`src/rtl/phase_sequencer.sv`:
```
// phase_sequencer: start/done sequencer driving a 1:4 active-low demux.
// Optional PHASE_SEQ_EARLY_END_EN lets `last` end a sequence early.
module phase_sequencer #(
    parameter int unsigned LAST_PHASE = 3
) (
    input  logic       clk,
    input  logic       rst,
    input  logic       start,
    input  logic       stall,
    input  logic       last,
    output logic       in_n,
    output logic       s1,
    output logic       s2,
    output logic [1:0] phase,
    output logic       ready,
    output logic       done
);

    typedef enum logic [1:0] {
        IDLE = 2'd0,
        RUN  = 2'd1,
        DONE = 2'd2
    } state_t;

    localparam logic [1:0] LAST = 2'(LAST_PHASE);

    state_t     state_q, state_d;
    logic [1:0] phase_q, phase_d;
    logic       ready_q, ready_d;
    logic       done_q,  done_d;
    logic       end_req;

`ifdef PHASE_SEQ_EARLY_END_EN
    assign end_req = last;
`else
    logic unused_last;
    assign unused_last = last;
    assign end_req     = 1'b0;
`endif

    // Next state, next phase and the combinational strobe.
    always_comb begin
        state_d = state_q;
        phase_d = phase_q;
        in_n    = 1'b1;
        unique case (state_q)
            IDLE: begin
                if (start) begin
                    state_d = RUN;
                    phase_d = 2'd0;
                end
            end
            RUN: begin
                in_n = stall;
                if (!stall) begin
                    if (phase_q == LAST || end_req) begin
                        state_d = DONE;
                        phase_d = 2'd0;
                    end else begin
                        phase_d = phase_q + 2'd1;
                    end
                end
            end
            DONE: begin
                state_d = IDLE;
                phase_d = 2'd0;
            end
            default: begin
                state_d = IDLE;
                phase_d = 2'd0;
            end
        endcase
        ready_d = (state_d == IDLE);
        done_d  = (state_d == DONE);
    end

    // State, phase and handshake flags, with synchronous reset.
    always_ff @(posedge clk) begin
        if (rst) begin
            state_q <= IDLE;
            phase_q <= 2'd0;
            ready_q <= 1'b1;
            done_q  <= 1'b0;
        end else begin
            state_q <= state_d;
            phase_q <= phase_d;
            ready_q <= ready_d;
            done_q  <= done_d;
        end
    end

    assign phase = phase_q;
    assign s1    = phase_q[0];
    assign s2    = phase_q[1];
    assign ready = ready_q;
    assign done  = done_q;

endmodule

```
`config.mk`:
```
export PLATFORM = sky130hd
export DESIGN_NAME = phase_sequencer
export DESIGN_NICKNAME = d
export VERILOG_FILES = /design/src/rtl/phase_sequencer.sv
export SDC_FILE = /design/constraint.sdc
export NUM_CORES = 1
export LEC_CHECK = 0
export BUFFER_PORTS_ARGS = -buffer_cell sky130_fd_sc_hd__clkbuf_2
export CORE_AREA = 2 2 39 41
export CTS_CLUSTER_DIAMETER = 60
export CTS_CLUSTER_SIZE = 8
export DETAILED_ROUTE_END_ITERATION = 10
export DIE_AREA = 0 0 41 43
export GPL_TIMING_DRIVEN = 0
export PLACE_DENSITY_LB_ADDON = 0.12
export SYNTH_ARGS = -nofsm -noshare
export SYNTH_HDL_FRONTEND = slang
export SYNTH_SLANG_ARGS = --single-unit
```
`constraint.sdc`:
```
create_clock -name clk -period 1.1 [get_ports clk]
set_clock_uncertainty 0.05 [all_clocks]
set_input_delay 0.165 -clock clk [delete_from_list [all_inputs] [get_ports clk]]
set_output_delay 0.165 -clock clk [all_outputs]
set_load 0.03 [all_outputs]
```
Word level (Yosys, flattened, before mapping)
Cells that the tools add are included.
{"block": "totals", "ff_bits": 6, "latch_bits": 0, "ram_bits": 0, "romBits": 0, "out_inout_bits": 7, "n_memories": 0}
{"block": "classes", "add_sub_neg": 1, "n_mul": 0, "div_mod_pow": 0, "order_cmp": 0, "n_eq_ne": 5, "shift": 0, "n_mux": 9, "bitwise": 0, "reduce_logical": 3}
{"cell": "two-way mux 2 bit", "count": 6}
{"cell": "case mux 2 bit (2 select lines)", "count": 2}
{"cell": "== test 2 bit (second input constant)", "count": 2}
{"cell": "logical NOT 2 bit", "count": 2}
{"cell": "!= test 2 bit (second input constant)", "count": 2}
{"cell": "adder 2 x 1 -> 2 bit (second input constant)", "count": 1}
{"cell": "== test 2 x 1 -> 1 bit (second input constant)", "count": 1}
{"cell": "AND reduction 2 bit", "count": 1}
{"cell": "two-way mux 1 bit", "count": 1}

Depth between registers and ports, before layout
Gate-level depths: netlist (run 1).
{"block": "depth", "ltp_word": 5, "mapped_depth": 4}

Worst setup path before layout (run 1)
OpenSTA, ideal clock, no wires.
{"block": "synth_timing", "path_kind": "register to register", "start": "register phase_q[0] (netlist: phase[0])", "end": "register phase_q[0] (netlist: phase[0])", "setup_time_ns": 0.124, "arrival_ns": 0.984, "setup_slack_ns": -0.058, "path_stages_with_launch": 5, "path_buffers": 0, "synth_period_minus_slack_ns": 1.158, "cell_sequence": "dfxtp_1 -> ha_1 -> nor2_1 -> nand3_1 -> o21ai_0"}
{"block": "synth_between", "elab_chain_cells": 4, "word_cells_on_any_way": 5, "cone_classes": "1 x add/sub; 1 x eq/ne; 3 x mux"}
{"element": "start, declared", "line": "28", "source": "logic [1:0] phase_q, phase_d;"}
{"element": "start signal, assigned", "line": "86", "source": "phase_q <= phase_d;"}
{"element": "adder 2 x 1 -> 2 bit or == test 2 bit (tied branches)", "line": "60, 56"}
{"element": "two-way mux 2 bit *", "line": "56", "source": "if (phase_q == LAST || end_req) begin"}
{"element": "two-way mux 2 bit *", "line": "55", "source": "if (!stall) begin"}
{"element": "case mux 2 bit (2 select lines) *", "line": "46", "source": "unique case (state_q)"}
Mark *: on every way between the ends. The rest lies on a longest branch, timed or not. The select of a mux whose other input is x is not followed.
A chain may end at the register's enable or synchronous reset.

Worst setup path in the final report (run 1)
{"block": "layout_timing", "start": "register state_q[0]", "end": "output in_n"}
{"block": "layout_between", "elab_chain_cells": 2}
{"element": "start, declared", "line": "27", "source": "state_t state_q, state_d;"}
{"element": "start signal, assigned", "line": "85", "source": "state_q <= state_d;"}
{"element": "== test 2 x 1 -> 1 bit", "line": "46"}
{"element": "two-way mux 1 bit", "line": "46"}
{"element": "end, declared", "line": "11", "source": "output logic in_n,"}
No other way between the ends.

==> results_dict.tcl, run 1 <==
set metrics [dict create \
    placed_cells 51 \
    criticalPathCategory "flop to output pin" \
    syn_nets 31 \
    final_cells 56 \
    port_buffers 10 \
    row_count 14 \
    die_w_um 41 \
    numCtsBuffers 3 \
    routed_via_density 3.66 \
    avgSynthCellArea_sq_um 9.66 \
    routabilityCongestion 0.726 \
    grt_util_all_layers_pct 6.82 \
    slowest_delay_ns 0.33 \
    design.core.area_sq_um 1380 \
    grt_pass1_wl_um 731 \
    cp_cell_sequence "and2b_4, nand2b_1, clkbuf_8" \
    wirelength_um 457 \
    cts_root_buf "clkbuf_4" \
    ys_types 14 \
    vias 205 \
    insertion_delay_ns 0.24 \
    grt_max_degree 8 \
    worst_pin_slew_ns 0.194 \
    p_per_area_nw_per_um2 1360 \
    insertedDiodeCount 0 \
    clkTransAtPathRegs_ns 0.04 \
    crit_required_ns 0.88 \
    p_leak_nw 0.176 \
    ios 12 \
    worstReg2RegStart "phase[0]$_SDFFE_PP0P_" \
    final_hold_viol_count 0 \
    initial_core_util_pct 17.5 \
    holdWs_ns 0.106 \
    drive_gt1_share_pct 60.0 \
    cts_tree "done" \
    hold_path_class "input port to flop" \
    fmax_ghz 0.856 \
    finalSetupViolCount 1 \
    syn_to_final_growth_pct 52.8 \
    timing.final.max_slew_violations 0 \
    layout_setup_ws_ns -0.0686 \
    hp-start "start" \
    hpwl_um 353 \
    die_area_sq_um 1760 \
    drt-initial-drc-count 0 \
    grt_overflow 0 \
    ir_worst_vdd_mv 0.423 \
    crit_path_end_kind "output pin" \
    holdBufCountCts 0 \
    drt_pre_antenna_iters 1 \
    ant_nets 0 \
    synth_seq_cells 6 \
    wl_per_cell_um 8.16 \
    cts_max_level 1 \
    rsz0062_at_grt "yes" \
    finalCritPeriodShare_pct 106 \
    syn_inst 25 \
    ys_seq_area_share_pct 49.7 \
    crit_slowest_cell "dfxtp_2" \
    slew_headroom_pct 87.0 \
    layout.nets 48 \
    netlist_area_sq_um 241 \
    drc 0 \
    violations "negative setup slack" \
    clk_path_buf_depth 2 \
    cp_max_fo 4 \
    antenna_found_initial 0 \
    yosysWarnings 0 \
    cts.sinks 6 \
    maxCapViolations 0 \
    grt_pass1_vias 197 \
    arrival_ns 0.95 \
    status "finished with violations" \
    start_kind "flop" \
    critPathLaunch "state_q[0]$_SDFF_PP0_" \
    fp.dieH_um 43 \
    fin_crit_ns 1.17 \
]
critical path: cells and delay by family (launching register included):
family	cells	cell delay (ns)
buffers and inverters	1	0.15
DFF	1	0.33
and+or+nand+nor	2	0.23
final timing paths:
| kind | depth (start not counted) | slack, ns | endpoint |
|---|---|---|---|
| setup / recovery | 3 | -0.07 | in_n |
| hold / removal | 2 | 0.11 | ready$_SDFF_PP1_ |
| hold reg to reg | 2 | 0.42 | phase[1]$_SDFFE_PP0P_ |
| setup reg to reg | 4 | 0.11 | phase[1]$_SDFFE_PP0P_ |
through the flow:
| stage | TNS [ns] | power, mW | area (sq um) | utilization [%] | setup WS, ns |
|---|---|---|---|---|---|
| floorplan | 0 | 0.277 | 244 | - | 0.0896 |
| CTS | -0.0856 | 0.514 | 364 | 26.3 | -0.0856 |
| global placement | 0 | 0.297 | 314 | 22.7 | 0.105 |
| global route | -0.104 | 0.528 | 369 | 26.7 | -0.104 |
| finish | -0.0686 | 0.501 | 369 | 26.7 | -0.0686 |
| detailed placement | 0 | 0.298 | 314 | 22.7 | 0.0969 |
placed cells by master, fill, tap and decap left out, drive strengths merged:
| cell type | netlist | routed |
|---|---|---|
| ha | 1 | 1 |
| nand2b | 1 | 1 |
| and3 | 2 | 2 |
| o21ai | 3 | 3 |
| nand2 | 2 | 2 |
| clkbuf | 0 | 12 |
| nor2 | 3 | 3 |
| buf | 2 | 5 |
| nand3 | 2 | 2 |
| and2b | 1 | 1 |
| dfxtp | 6 | 6 |
| a21oi | 2 | 2 |
routing by layer:
layer  up-vias  GRT usage, %  share of wire (%)
met5         -             0                  0
li1        114             -                  -
met4         0          8.00                  0
met2         7          7.19                 44
met3         0          3.14                9.4
met1        84          8.65                 47
state kept, by name, indices dropped and copies added, names as in the netlist:
signal / count
done: 1
state_q: 2
ready: 1
phase: 2
logic make-up after synthesis:
family	Yosys count	share of synthesized area, %
AOI/OAI and AO/OA	5	11.9
adders and majority gates	1	5.18
buffers and inverters	2	6.22
DFF	6	49.7
and+or+nand+nor	11	26.9
synthesized netlist by cell type:
cell type  n  area share (%)
dfxtp_1    6              50
and3_1     2             5.2
buf_4      2             6.2
nand2_1    2             3.1
nand3_1    2             4.1
nor2_1     2             3.1
o21ai_1    2             4.1
a21oi_1    1             2.1
a21oi_2    1             3.6
and2b_4    1             4.1
ha_1       1             5.2
nand2b_1   1             2.6
nor2_4     1             4.7
o21ai_0    1             2.1
power by group:
group	total, mW	internal [mW]	switching, mW	leakage (nW)
Combinational	0.0715	0.0309	0.0406	0.112
Sequential	0.232	0.227	0.00488	0.0502
Clock	0.198	0.123	0.0744	0.0138
Total	0.501	0.381	0.120	0.176
layout make-up:
type / count / area, sq um
Multi-Input combinational cell: 17 / 109
Timing Repair Buffer: 12 / 78.8
Tap cell: 16 / 20.0
Clock buffer: 3 / 22.5
Fill cell: 159 / 1010
Buffer: 2 / 15.0
Sequential cell: 6 / 124
timing repair:
action                                  in CTS  in global routing
buffers inserted                             2                  0
resized for setup                            4                  4
endpoints found under the setup margin       2                  3
Power figures use the tool's default switching activity.
==> run 2, diff against run 1 <==
--- a/config.mk
+++ b/config.mk
@@ -5,12 +5,12 @@
 export SDC_FILE = /design/constraint.sdc
 export NUM_CORES = 1
 export LEC_CHECK = 0
-export BUFFER_PORTS_ARGS = -buffer_cell sky130_fd_sc_hd__clkbuf_2
 export CORE_AREA = 2 2 39 41
 export CTS_CLUSTER_DIAMETER = 60
 export CTS_CLUSTER_SIZE = 8
 export DETAILED_ROUTE_END_ITERATION = 10
 export DIE_AREA = 0 0 41 43
+export DONT_BUFFER_PORTS = 1
 export GPL_TIMING_DRIVEN = 0
 export PLACE_DENSITY_LB_ADDON = 0.12
 export SYNTH_ARGS = -nofsm -noshare
==> results_dict.tcl, run 2 (synthesis results as in run 1) <==
set metrics [dict create \
    status "completed" \
    drt_pre_antenna_iters 2 \
    wl_per_cell_um 11.0 \
    crit_slowest_cell "dfxtp_2" \
    seq_power_share_pct 49.2 \
    worst_pin_slew_ns 0.303 \
    swShare_pct 25.0 \
    placed_cells 41 \
    rrSetupSlack_ns 0.08 \
    hold_path_class "input port to flop" \
    drive_gt1_share_pct 43.3 \
    layout.nets 38 \
    cts_tree "done" \
    ant_nets 0 \
    grt_pass1_vias 185 \
    cp_cell_sequence "and2b_4, nand2b_4" \
    insertedDiodeCount 0 \
    slowest_delay_ns 0.33 \
    p_switching_mw 0.122 \
    p_per_area_nw_per_um2 1530 \
    arrival_ns 0.86 \
    crit_required_ns 0.88 \
    grt_overflow 0 \
    numCtsBuffers 3 \
    design.core.area_sq_um 1380 \
    critPathLaunch "state_q[0]$_SDFF_PP0_" \
    grt_util_all_layers_pct 7.03 \
    antenna_found_initial 0 \
    die_w_um 41 \
    clockPowerShare_pct 41.6 \
    fmax_ghz 0.929 \
    criticalPathCategory "flop to output pin" \
    wirelength_um 507 \
    clkTransAtPathRegs_ns 0.05 \
    p_comb_share_pct 9.2 \
    finalSetupViolCount 0 \
    row_count 14 \
    cts_max_level 1 \
    final_hold_viol_count 0 \
    drt-initial-drc-count 6 \
    insertion_delay_ns 0.24 \
    grt_max_degree 8 \
    cts_root_buf "clkbuf_4" \
    crit_path_end_kind "output pin" \
    start_kind "flop" \
    routabilityCongestion 0.700 \
    clk_path_buf_depth 2 \
    hpwl_um 357 \
    die_area_sq_um 1760 \
    internal_power_mw 0.366 \
    p_leak_nw 0.131 \
    layout_setup_ws_ns 0.0234 \
    routed_via_density 4.15 \
    ir_worst_vdd_mv 0.897 \
    maxCapViolations 0 \
    syn_to_final_growth_pct 31.6 \
    slew_headroom_pct 79.8 \
    place_ws_ns -0.00758 \
    total_power_mw 0.488 \
    vias 191 \
    cp_max_fo 4 \
    timing.final.max_slew_violations 0 \
    fin_crit_ns 1.08 \
    grt_pass1_wl_um 752 \
    cts.sinks 6 \
    initial_core_util_pct 17.5 \
    drc 0 \
    reg2reg_depth 4 \
    ios 12 \
    rsz0062_at_grt "yes" \
    final_cell_mix "buf_4, clkbuf_4, dfxtp_1" \
    final_cells 46 \
    worstReg2RegStart "phase[0]$_SDFFE_PP0P_" \
    r2r-end "phase[0]$_SDFFE_PP0P_" \
    cp-endpoint "in_n" \
    port_buffers 0 \
    fp.dieH_um 43 \
    finalCritPeriodShare_pct 97.9 \
]
==> run 2: power groups by stage <==
stage          combinational [mW]  clock, mW  sequential, mW
5_1_grt                    0.0485      0.230           0.240
2_1_floorplan              0.0319          0           0.245
4_1_cts                    0.0451      0.213           0.240
3_3_place_gp               0.0362          0           0.247
6_report                   0.0449      0.203           0.240
3_5_place_dp               0.0367          0           0.247
==> run 2: metrics by stage <==
stage          instance area (sq um)  TNS (ns)  hold WS, ns  util, %
4_1_cts                          318         0       0.0436     23.0
6_report                         318         0       0.0515     23.0
5_1_grt                          318  -0.00697       0.0619     23.0
3_3_place_gp                     264         0        0.243     19.1
3_5_place_dp                     264  -0.00758        0.245     19.1
2_1_floorplan                    244         0        0.234        -
==> run 2: worst min path at each step <==
stage          start                     to  cells past startpoint
2_1_floorplan  start       ready$_SDFF_PP1_                      1
5_1_grt          rst       ready$_SDFF_PP1_                      2
6_report         rst  phase[1]$_SDFFE_PP0P_                      3
3_5_place_dp   start       ready$_SDFF_PP1_                      1
3_3_place_gp   start       ready$_SDFF_PP1_                      1
4_1_cts          rst  phase[1]$_SDFFE_PP0P_                      3
==> run 2: area by class of cell <==
class	instances	area, sq um
Fill cell	154	1070
Sequential cell	6	129
Multi-Input combinational cell	17	114
Clock buffer	3	22.5
Tap cell	16	20.0
Timing Repair Buffer	2	17.5
Buffer	2	15.0
==> run 2: worst max-delay path: cells and delay by family (launching register included) <==
family	cells	cell delay, ns
DFF	1	0.33
and+or+nand+nor	2	0.29
==> run 2: routing by layer <==
layer / wire length, um / vias to the layer above / GRT usage [%] / part of all wire, %
met1: 236 / 85 / 8.68 / 47
li1: - / 95 / - / -
met2: 206 / 9 / 7.81 / 41
met5: 0 / - / 0 / 0
met4: 8 / 0 / 4.00 / 1.6
met3: 55 / 2 / 6.28 / 11
==> run 2: repair_timing <==
action | 4_1_cts | 5_1_grt
buffers inserted | 1 | 0
setup endpoints to repair | 4 | 1
hold buffers | 1 | 0
hold endpoints to repair | 1 | 0
gates resized for setup | 5 | 0
gates cloned | 0 | 0
